$ cat src/rtl/spi_miso_collector.sv
// spi_miso_collector: frames three MISO bytes into an LTC2494 word with decode, valid/ready, timeout and overrun.
module spi_miso_collector #(
  parameter int TIMEOUT_CYCLES = 4096
) (
  input  logic        i_FPGA_clk,
  input  logic        i_FPGA_rst,
  input  logic        i_frame_start,
  input  logic        i_MISOdv,
  input  logic [7:0]  i_MISO_byte,
  input  logic        i_ready,
  input  logic        i_clr_status,
  output logic        o_busy,
  output logic        o_DataValid,
  output logic [23:0] o_frame,
  output logic [17:0] o_code,
  output logic        o_eoc_err,
  output logic        o_dmy_err,
  output logic        o_timeout,
  output logic        o_overrun
);
  localparam int TW = $clog2(TIMEOUT_CYCLES);
  typedef enum logic {IDLE, COLLECT} state_t;
  state_t state, state_nxt;
  logic [1:0] cnt, cnt_nxt;
  logic [TW-1:0] tmr, tmr_nxt;
  logic [15:0] shift, shift_nxt;
  logic done, abort, load;
  logic [23:0] word;
  assign word = {shift, i_MISO_byte};
  assign load = done && (!o_DataValid || i_ready);
  assign o_busy = (state == COLLECT);
  always_comb begin
    state_nxt = state;
    cnt_nxt = cnt;
    tmr_nxt = tmr;
    shift_nxt = shift;
    done = 1'b0;
    abort = 1'b0;
    if (state == IDLE) begin
      if (i_frame_start) begin
        state_nxt = COLLECT;
        cnt_nxt = 2'd0;
        tmr_nxt = '0;
      end
    end else if (i_frame_start) begin
      // restart; a byte arriving with the start is byte 0 of the new frame
      cnt_nxt = i_MISOdv ? 2'd1 : 2'd0;
      tmr_nxt = '0;
      shift_nxt = i_MISOdv ? {shift[7:0], i_MISO_byte} : shift;
    end else if (i_MISOdv) begin
      shift_nxt = {shift[7:0], i_MISO_byte};
      cnt_nxt = cnt + 2'd1;
      tmr_nxt = '0;
      if (cnt == 2'd2) begin
        done = 1'b1;
        state_nxt = IDLE;
        cnt_nxt = 2'd0;
      end
    end else if (tmr == TW'(TIMEOUT_CYCLES - 1)) begin
      abort = 1'b1;
      state_nxt = IDLE;
      cnt_nxt = 2'd0;
      tmr_nxt = '0;
      shift_nxt = '0;
    end else begin
      tmr_nxt = tmr + 1'b1;
    end
  end
  always_ff @(posedge i_FPGA_clk) begin
    if (i_FPGA_rst) begin
      state <= IDLE;
      cnt <= '0;
      tmr <= '0;
      shift <= '0;
      o_DataValid <= 1'b0;
      o_frame <= '0;
      o_code <= '0;
      o_eoc_err <= 1'b0;
      o_dmy_err <= 1'b0;
      o_timeout <= 1'b0;
      o_overrun <= 1'b0;
    end else begin
      state <= state_nxt;
      cnt <= cnt_nxt;
      tmr <= tmr_nxt;
      shift <= shift_nxt;
      o_timeout <= abort;
      o_DataValid <= load | (o_DataValid & ~i_ready);
      o_overrun <= (done & ~load) | (o_overrun & ~i_clr_status);
      if (load) begin
        o_frame <= word;
        o_eoc_err <= word[23];
        o_dmy_err <= word[22];
        o_code <= {1'b0, word[21:5]} - 18'd65536;
      end
    end
  end
endmodule

$ cat config.mk
export PLATFORM = sky130hd
export DESIGN_NAME = spi_miso_collector
export DESIGN_NICKNAME = d
export VERILOG_FILES = /design/src/rtl/spi_miso_collector.sv
export SDC_FILE = /design/constraint.sdc
export NUM_CORES = 1
export LEC_CHECK = 0
export CAP_MARGIN = 25
export CORE_MARGIN = 2
export CORE_UTILIZATION = 25
export CTS_CLUSTER_DIAMETER = 30
export DETAILED_ROUTE_END_ITERATION = 7
export GPL_TIMING_DRIVEN = 0
export PLACE_DENSITY = 0.57
export SYNTH_ARGS = -nofsm -noshare
export SYNTH_HDL_FRONTEND = slang
export SYNTH_SLANG_ARGS = --single-unit
$ cat constraint.sdc
create_clock -name i_FPGA_clk -period 3.3 [get_ports i_FPGA_clk]
set_clock_uncertainty 0.2 [all_clocks]
set_input_delay 0.66 -clock i_FPGA_clk [delete_from_list [all_inputs] [get_ports i_FPGA_clk]]
set_output_delay 0.66 -clock i_FPGA_clk [all_outputs]
set_load 0.005 [all_outputs]
# == Word-level counts from Yosys, hierarchy flattened ==
# Cells that the tools add are included.
# classes
n_addsub,3
n_mul,0
div_mod_pow,0
n_lt_le_gt_ge,0
eq_ne,3
shifts,0
muxes,27
n_bitwise,9
n_reduce_logical,9
# ops
cell,count
$mux W16,4
$mux W12,5
$sub A17 B17 Y18 const B,1
$add A12 B1 Y12 const B,1
$eq A12 B12 Y1 const B,1
$mux W1,12
$mux W2,6
$not A1 Y1,4
$reduce_bool A2 Y1,2
$reduce_or A4 Y1,1
$and A1 B1 Y1,3
$reduce_and A3 Y1,1
$reduce_bool A3 Y1,1
$add A2 B1 Y2 const B,1
$eq A2 B2 Y1 const B,1
$ne A2 B1 Y1 const B,1
$or A1 B1 Y1,2
$reduce_and A2 Y1,1
$logic_and A1 B1 Y1,1
$logic_not A1 Y1,1
$logic_or A1 B1 Y1,1
# word_totals
register_bits,78
latch_bits,0
ramBits,0
romBits,0
output_inout_bits,48
elab_cells,62
mem_count,0

# == Longest topological paths before layout ==
# Gate-level depths: netlist (run 1).
# logic_depth
word_depth,9
ltp_mapped,6

# == Worst setup path before layout (run 1) ==
# OpenSTA, ideal clock, no wires.
# synth_path
path_kind,in2reg
startpoint,input i_frame_start
endpoint,register tmr[11]
setup_time_ns,0.074
t_arrival_ns,1.934
required_ns,3.026
setup_slack_ns,1.091
stages,5
n_path_buf,2
path_cell_list,buf_2 > or3b_1 > clkbuf_1 > or4b_1 > a31oi_1
# synth_via
elab_chain_len,2
word_cells_on_any_way,3
classes_between,mux: 2; reduce/logical: 1
# synth_lines
item,line_no,text
"start, declared",7,"input logic i_frame_start,"
$mux W12,45,end else if (i_frame_start) begin
$mux W12,39,if (state == IDLE) begin
"end signal, assigned",85,tmr <= tmr_nxt;
"end, declared",25,"logic [TW-1:0] tmr, tmr_nxt;"
# Parallel ways exist; a longest one is shown, timed or not.
# A chain may end at the register's enable or synchronous reset.

# == Final worst setup path (run 1) ==
# layout_path
startpoint,input i_MISOdv
endpoint,register o_frame[0]
# layout_via
elab_chain_len,4
# layout_lines
item,line_no,text
"start, declared",8,"input logic i_MISOdv,"
$mux W1,50,end else if (i_MISOdv) begin
$mux W1,45,
$mux W1,39,
$logic_and A1 B1 Y1,30,assign load = done && (!o_DataValid || i_ready);
"end signal, assigned",91,o_frame <= word;
"end, declared",14,"output logic [23:0] o_frame,"
# No other way between the ends.

==> results of run 1 <==
## critical path, delay by kind of cell
kind,cells,cell delay [ns]
muxes,1,0.19
and+or+nand+nor,3,0.88
buffers and inverters,2,0.83
## flip-flops by register name (all words and copies together) (netlist names)
name and cells:
shift 16, o_frame 24, o_timeout 1, o_code 1, cnt 2, o_overrun 1, o_DataValid 1, o_busy 1
tmr 12
## layout make-up
| type | count | area [sq um] | area share (%) |
|---|---|---|---|
| inverters | 5 | 18.8 | 0.523 |
| flip-flops and latches | 59 | 1180 | 32.9 |
| plain buffers | 35 | 225 | 6.28 |
| clock buffers | 12 | 145 | 4.04 |
| repair buffers | 60 | 601 | 16.7 |
| clock inverters | 4 | 73.8 | 2.06 |
| multi-input cells | 185 | 1170 | 32.7 |
| well taps | 136 | 170 | 4.74 |
## synth_stat cells, drive strengths merged
master and instances:
or2 1, o21ai 21, or3b 1, inv 5, dfxtp 59, buf 27, a21oi 8, nor4bb 1
a21boi 2, ha 1, nor2b 2, nand3b 2, a21bo 1, nand3 20, or4 1, and4 1
o41ai 1, nand4b 2, nand2b 18, clkbuf 8, a32oi 1, nand2 9, mux2i 26, nor4 3
nor3 5, xnor2 1, nand4 4, a31oi 7, o21a 1, o31ai 1, or3 1, and3 2
xor2 1, a31o 1, nor2 35, a32o 1, o211ai 2, or4b 1
## kinds of logic after synthesis
group	share of synthesized area [%]
xor+xnor	0.674
fa+ha+maj	0.481
simple gates	22.9
mux	10.0
compound gates	11.1
flops	45.5
buf+inv	9.39
## through the flow
stage                     cells  utilization (%)  hold slack [ns]
after floorplan             284                -            0.249
after global placement      480             33.1            0.273
after detailed placement    480             33.1            0.265
after CTS                   496             35.2            0.286
after global routing        496             35.2            0.312
final                       496             35.2            0.282
## per-layer routing
layer | GRT usage [%] | routed length, um
met1 | 16.0 | 3170
met2 | 19.0 | 2930
met3 | 2.70 | 246
met4 | 7.05 | 161
met5 | 0 | 0
## worst min-delay path by stage
stage,start,endpoint,slack [ns],cells after the start
detailed placement,shift[11]$_SDFFE_PP0P_,shift[11]$_SDFFE_PP0P_,0.27,2
CTS,shift[10]$_SDFFE_PP0P_,shift[10]$_SDFFE_PP0P_,0.29,2
finish,shift[11]$_SDFFE_PP0P_,shift[11]$_SDFFE_PP0P_,0.28,2
global placement,shift[11]$_SDFFE_PP0P_,shift[11]$_SDFFE_PP0P_,0.27,2
global route,shift[8]$_SDFFE_PP0P_,shift[8]$_SDFFE_PP0P_,0.31,2
floorplan,shift[10]$_SDFFE_PP0P_,shift[10]$_SDFFE_PP0P_,0.25,2
## power by group through the flow
stage	Clock (mW)	Sequential (mW)	Combinational [mW]
6_report	0.740	0.723	0.0758
5_1_grt	0.790	0.724	0.0831
4_1_cts	0.751	0.723	0.0764
3_5_place_dp	0	0.739	0.0758
3_3_place_gp	0	0.739	0.0756
2_1_floorplan	0	0.738	0.0410
==> metrics.md, run 1 <==
| Metric | Value |
|---|---|
| Run status | complete, no violations |
| Pleak | 1.21 nW |
| Grt ovf | 0 |
| Vias per cell | 4.44 |
| TritonCTS clock tree | built |
| # IOs | between 60 and 70 |
| Sw Ratio | 22.3% |
| Logic pwr share | 4.9% |
| DP HPWL | around 4800 um |
| Num rows | 37 |
| CP peak stage delay | 0.68 ns |
| FF-to-FF setup slack | 1.03 ns |
| CTS Root Cell | clkbuf_8 |
| Fillers | 1061 |
| Detailed Routing Iterations Pass 1 | 5 |
| Synth area leaders | dfxtp_1 (45%), mux2i_1 (10%), buf_4 (5.8%), nor2_1 (4.9%), nand2b_1 (4.3%) |
| Critical path arrival | ~2.6 ns |
| Critical path's slowest cell | nor4_4 |
| Final Max Tran Viols | 0 |
| Clk pwr share | about 48% |
| Synthesized area | 2600 sq um |
| Final ANT Viol Nets | 0 |
| Capturing point of the worst reg2reg path | shift[14]$_SDFFE_PP0P_ |
| Pin count of the biggest net entering global routing | 11 |
| Power per cell area | 429 nW/um^2 |
| Seq pwr share | 47.0% |
| Critical path capture point type | flop |
| Post-CTS Setup Inserts | 0 |
| Die height | between 100 and 150 um |
| Hold buffer count at CTS | 0 |
| Internal | 1.20 mW |
| Initial antenna violation count | 0 |
| Peak Freq | slightly below 0.4 GHz |
| Drt first-iter violations | 114 |
| DR vias | 2203 |
| Die extent in x | 106 um |
| Max IR drop VDD | 0.000220 V |
| Setup Slack @ Placement | 0.373 ns |
| Final hold vios | 0 |
| Initial Util | between 20% and 30% |
| Final GP Congestion | 0.873 |
| Routed WL per cell | 13.1 um |
| Commonest non-fill, non-tap cells in the layout | clkdlybuf4s50_1 (60), dfxtp_1 (59), nor2_1 (34) |
| Unrepaired setup endpoints after global routing | false |
| Post-layout min period | about 2.6 ns |
| Share of the synthesized area in the top cell type | 45.5% |
| Synth cell types | 45 |
| Num Clock Sinks | around 60 |
| Post-CTS Resized | 0 |
| Syn Area/Cell | 9.15 sq um |
| CORE AREA | 10200 sq um |
| Crit path max fanout | 10 |
| Syn. warnings | 0 |
| Worst skew pair latency | ~0.35 ns |
| TritonCTS buffer count | 9 |
| Post-synthesis sequential area ratio | 45.5% |
| Die area | 11200 sq um |
| Number of synthesized register bits | 59 |
| Share of post-route cells with drive strength above 1 | about an eighth |
| Global-route usage over all layers | 12.4% |
| Nets | 370 |
| Syn nets | 299 |
| Worst Path Required | ~3.3 ns |
| PnR Total Power | 1.54 mW |
| R2R depth | 6 |
| Area grow syn2layout | 38.1% |
| Critical Path, Cell by Cell | clkdlybuf4s50_1 > nand2_2 > nor4_4 > buf_6 > mux2i_1 > nor2_1 |
| WL final | 6510 um |
| Commonest non-fill, non-tap cell in the layout | clkdlybuf4s50_1 |
| Vias in the first global route | between 2000 and 2500 |
| CTS clk-pin slew, worst paths | 0.07 ns |
| Synthesized instance count | 284 |
| Max-Cap Viols | 0 |
| Setup ws final | 0.734 ns |
| Worst Setup Start Kind | primary input |
| First-pass GRT wire length | between 10000 and 15000 um |
| Worst Setup SP | i_MISOdv |
| Worst-Margin Slew | 0.719 ns |
| Final setup vio count | 0 |
| Setup CP Type | primary input to flop |
| # diodes | 0 |
| Setup TNS | 0 ns |
| Worst Hold Class | flop to flop |
| Critical R2R Launch | tmr[1]$_SDFFE_PP0P_ |
| P_sw | 0.343 mW |
| I/O Buffers | 60 |
| # DRC | 0 |
| CTS Buffer Depth | 2 |
| Leading area contributor after synthesis | dfxtp_1 |
| Critical path destination | o_frame[0]$_SDFFE_PP0P_ |
| Post-route design area | between 3000 and 4000 sq um |
| H-tree depth | 3 |
| Max-slew headroom | roughly half |
| Placed standard-cell area | 3370 sq um |
| Crit share post-route | 77.7% |
No activity file was read; power rests on OpenSTA's default activity.
==> inputs of run 2 (changes only) <==
--- a/config.mk
+++ b/config.mk
@@ -11,7 +11,7 @@
 export CTS_CLUSTER_DIAMETER = 30
 export DETAILED_ROUTE_END_ITERATION = 7
 export GPL_TIMING_DRIVEN = 0
-export PLACE_DENSITY = 0.57
+export PLACE_DENSITY = 0.59
 export SYNTH_ARGS = -nofsm -noshare
 export SYNTH_HDL_FRONTEND = slang
 export SYNTH_SLANG_ARGS = --single-unit
==> constraint.sdc (replaced) <==
create_clock -name i_FPGA_clk -period 2.1 [get_ports i_FPGA_clk]
set_clock_uncertainty 0.2 [all_clocks]
set_input_delay 0.42 -clock i_FPGA_clk [delete_from_list [all_inputs] [get_ports i_FPGA_clk]]
set_output_delay 0.42 -clock i_FPGA_clk [all_outputs]
set_load 0.005 [all_outputs]
==> run 2 against run 1 <==
Critical path depth is 1 lower. Via count hardly changed. Core utilization grew 0.75 points. Final area increased by 2.1%. First-iteration DRC count grew 1.8%. Sequential cell count unchanged. Clock-buffer cell count is the same. Largest cell class is now multi-input combinational cells.
==> metrics.md, run 2 (same netlist as run 1, synthesis figures left out) <==
| Metric | Value |
|---|---|
| Grt ovf | 0 |
| Die area | 11200 sq um |
| I/O Buffers | 60 |
| Die height | 106 um |
| WL final | 6650 um |
| Setup ws final | 0.112 ns |
| Max-slew headroom | 69.6% |
| Met1 usage in global routing | 16.1% |
| Worst-Margin Slew | 0.452 ns |
| Pin count of the biggest net entering global routing | 11 |
| TritonCTS clock tree | built |
| Final Util | 36.0% |
| Final setup vio count | 0 |
| Pleak | 1.27 nW |
| Routed WL per cell | 13.3 um |
| Max IR drop VDD | about 0.00028 V |
| Crit share post-route | 94.6% |
| Largest register FFs | 24 |
| TritonCTS buffer count | 9 |
| Max-Cap Viols | 0 |
| DR vias | ~2200 |
| M3 GR Usage | 3.25% |
| Drt first-iter violations | roughly 120 |
| Cell count after placement | 480 |
| Critical path capture point type | flop |
| Most flops, register | o_frame |
| Worst skew pair latency | 0.33 ns |
| Global-route usage over all layers | roughly an eighth |
| Num rows | 37 |
| Commonest non-fill, non-tap cell in the layout | clkdlybuf4s50_1 |
| # DRC | 0 |
| Final GP Congestion | a little over 0.8 |
| Num Clock Sinks | slightly below 60 |
| Nets | 372 |
| Post-route insts no fill | 498 |
| Area grow syn2layout | 41.0% |
| Setup CP Type | flop to flop |
| CTS Buffer Depth | 2 |
| # diodes | 0 |
| CTS clk-pin slew, worst paths | 0.07 ns |
| Commonest non-fill, non-tap cells in the layout | clkdlybuf4s50_1 (59), dfxtp_1 (56), nor2_1 (34) |
| Critical path arrival | 2.01 ns |
| CORE AREA | between 10000 and 15000 sq um |
| Most used routing layer | met2 |
| Worst Setup Start Kind | flop |
| H-tree depth | 3 |
| CTS Root Cell | clkbuf_8 |
| Unrepaired setup endpoints after global routing | false |
| Run status | complete, no violations |
| DP HPWL | 4790 um |
| Setup Slack @ Placement | -0.580 ns |
| Final Max Tran Viols | 0 |
| # IOs | 62 |
| Die extent in x | 106 um |
| PnR Total Power | approximately 2.4 mW |
| Initial antenna violation count | 0 |
| Hold buffer count at CTS | 0 |
| First-pass GRT wire length | 10800 um |
| Peak Freq | a little over 0.5 GHz |
| Initial Util | 25.5% |
| Vias per cell | 4.43 |
| Post-layout min period | 1.99 ns |
| Met2 usage | 19.1% |
| Vias in the first global route | 2124 |
| Min Hold Slack | 0.279 ns |
| Detailed Routing Iterations Pass 1 | 4 |
| Final ANT Viol Nets | 0 |
| Post-route design area | 3660 sq um |
| Placed standard-cell area | about 3400 sq um |
| Final hold vios | 0 |
| Setup TNS | 0 ns |
| Power per cell area | 658 nW/um^2 |
| Registers with the most flip-flops | o_frame x24, shift x16, tmr x12 |
| Crit path max fanout | 5 |
| Worst Path Required | around 2.1 ns |
| Share of post-route cells with drive strength above 1 | 16.9% |
| Worst Hold Class | flop to flop |
==> run 2: changes by cell type in the layout (fill, tap and decap cells not counted), sizes merged <==
cell / delta
buf: +3
clkbuf: -1
clkdlybuf4s50: -1
dlygate4sd2: +1
==> run 2: timing repair <==
| action | CTS | global route |
|---|---|---|
| pin swaps | 2 | 0 |
| endpoints found under the setup margin | 56 | 34 |
| gates resized for setup | 11 | 13 |
| setup buffers | 2 | 1 |
==> run 2: critical path, stage by stage, from the launching register on <==
cell and delay, ns:
dfxtp_2 0.38, ha_4 0.17, nand3_4 0.12, or4_4 0.54, a21bo_1 0.23, a32o_1 0.24
==> run 2: cell type report <==
class | count | area [sq um]
tap | 136 | 170
clock buffer | 12 | 145
fill | 1091 | 6520
inverter | 5 | 18.8
clock inverter | 4 | 73.8
sequential | 59 | 1190
timing repair buffer | 63 | 622
multi-input combinational | 185 | 1210
buffer | 34 | 239
==> run 2: worst paths after layout <==
check / start / endpoint / slack (ns) / cells after the start
setup reg to reg: tmr[1]$_SDFFE_PP0P_ / cnt[0]$_SDFFE_PP0P_ / 0.11 / 5
hold / removal: shift[12]$_SDFFE_PP0P_ / shift[12]$_SDFFE_PP0P_ / 0.28 / 2
hold reg to reg: shift[12]$_SDFFE_PP0P_ / shift[12]$_SDFFE_PP0P_ / 0.28 / 2
setup / recovery: tmr[1]$_SDFFE_PP0P_ / cnt[0]$_SDFFE_PP0P_ / 0.11 / 5
==> run 2: routing by layer <==
layer | vias up | part of all wire (%)
met3 | 9 | 5.7
li1 | 1126 | -
met4 | 0 | 1.7
met2 | 54 | 45
met5 | - | 0
met1 | 1015 | 47
==> run 2: power breakdown <==
group | total (mW) | switching [mW] | leakage, nW | internal, mW
sequential | 1.14 | 0.00853 | 0.478 | 1.13
clock | 1.15 | 0.448 | 0.111 | 0.702
combinational | 0.125 | 0.0718 | 0.681 | 0.0532
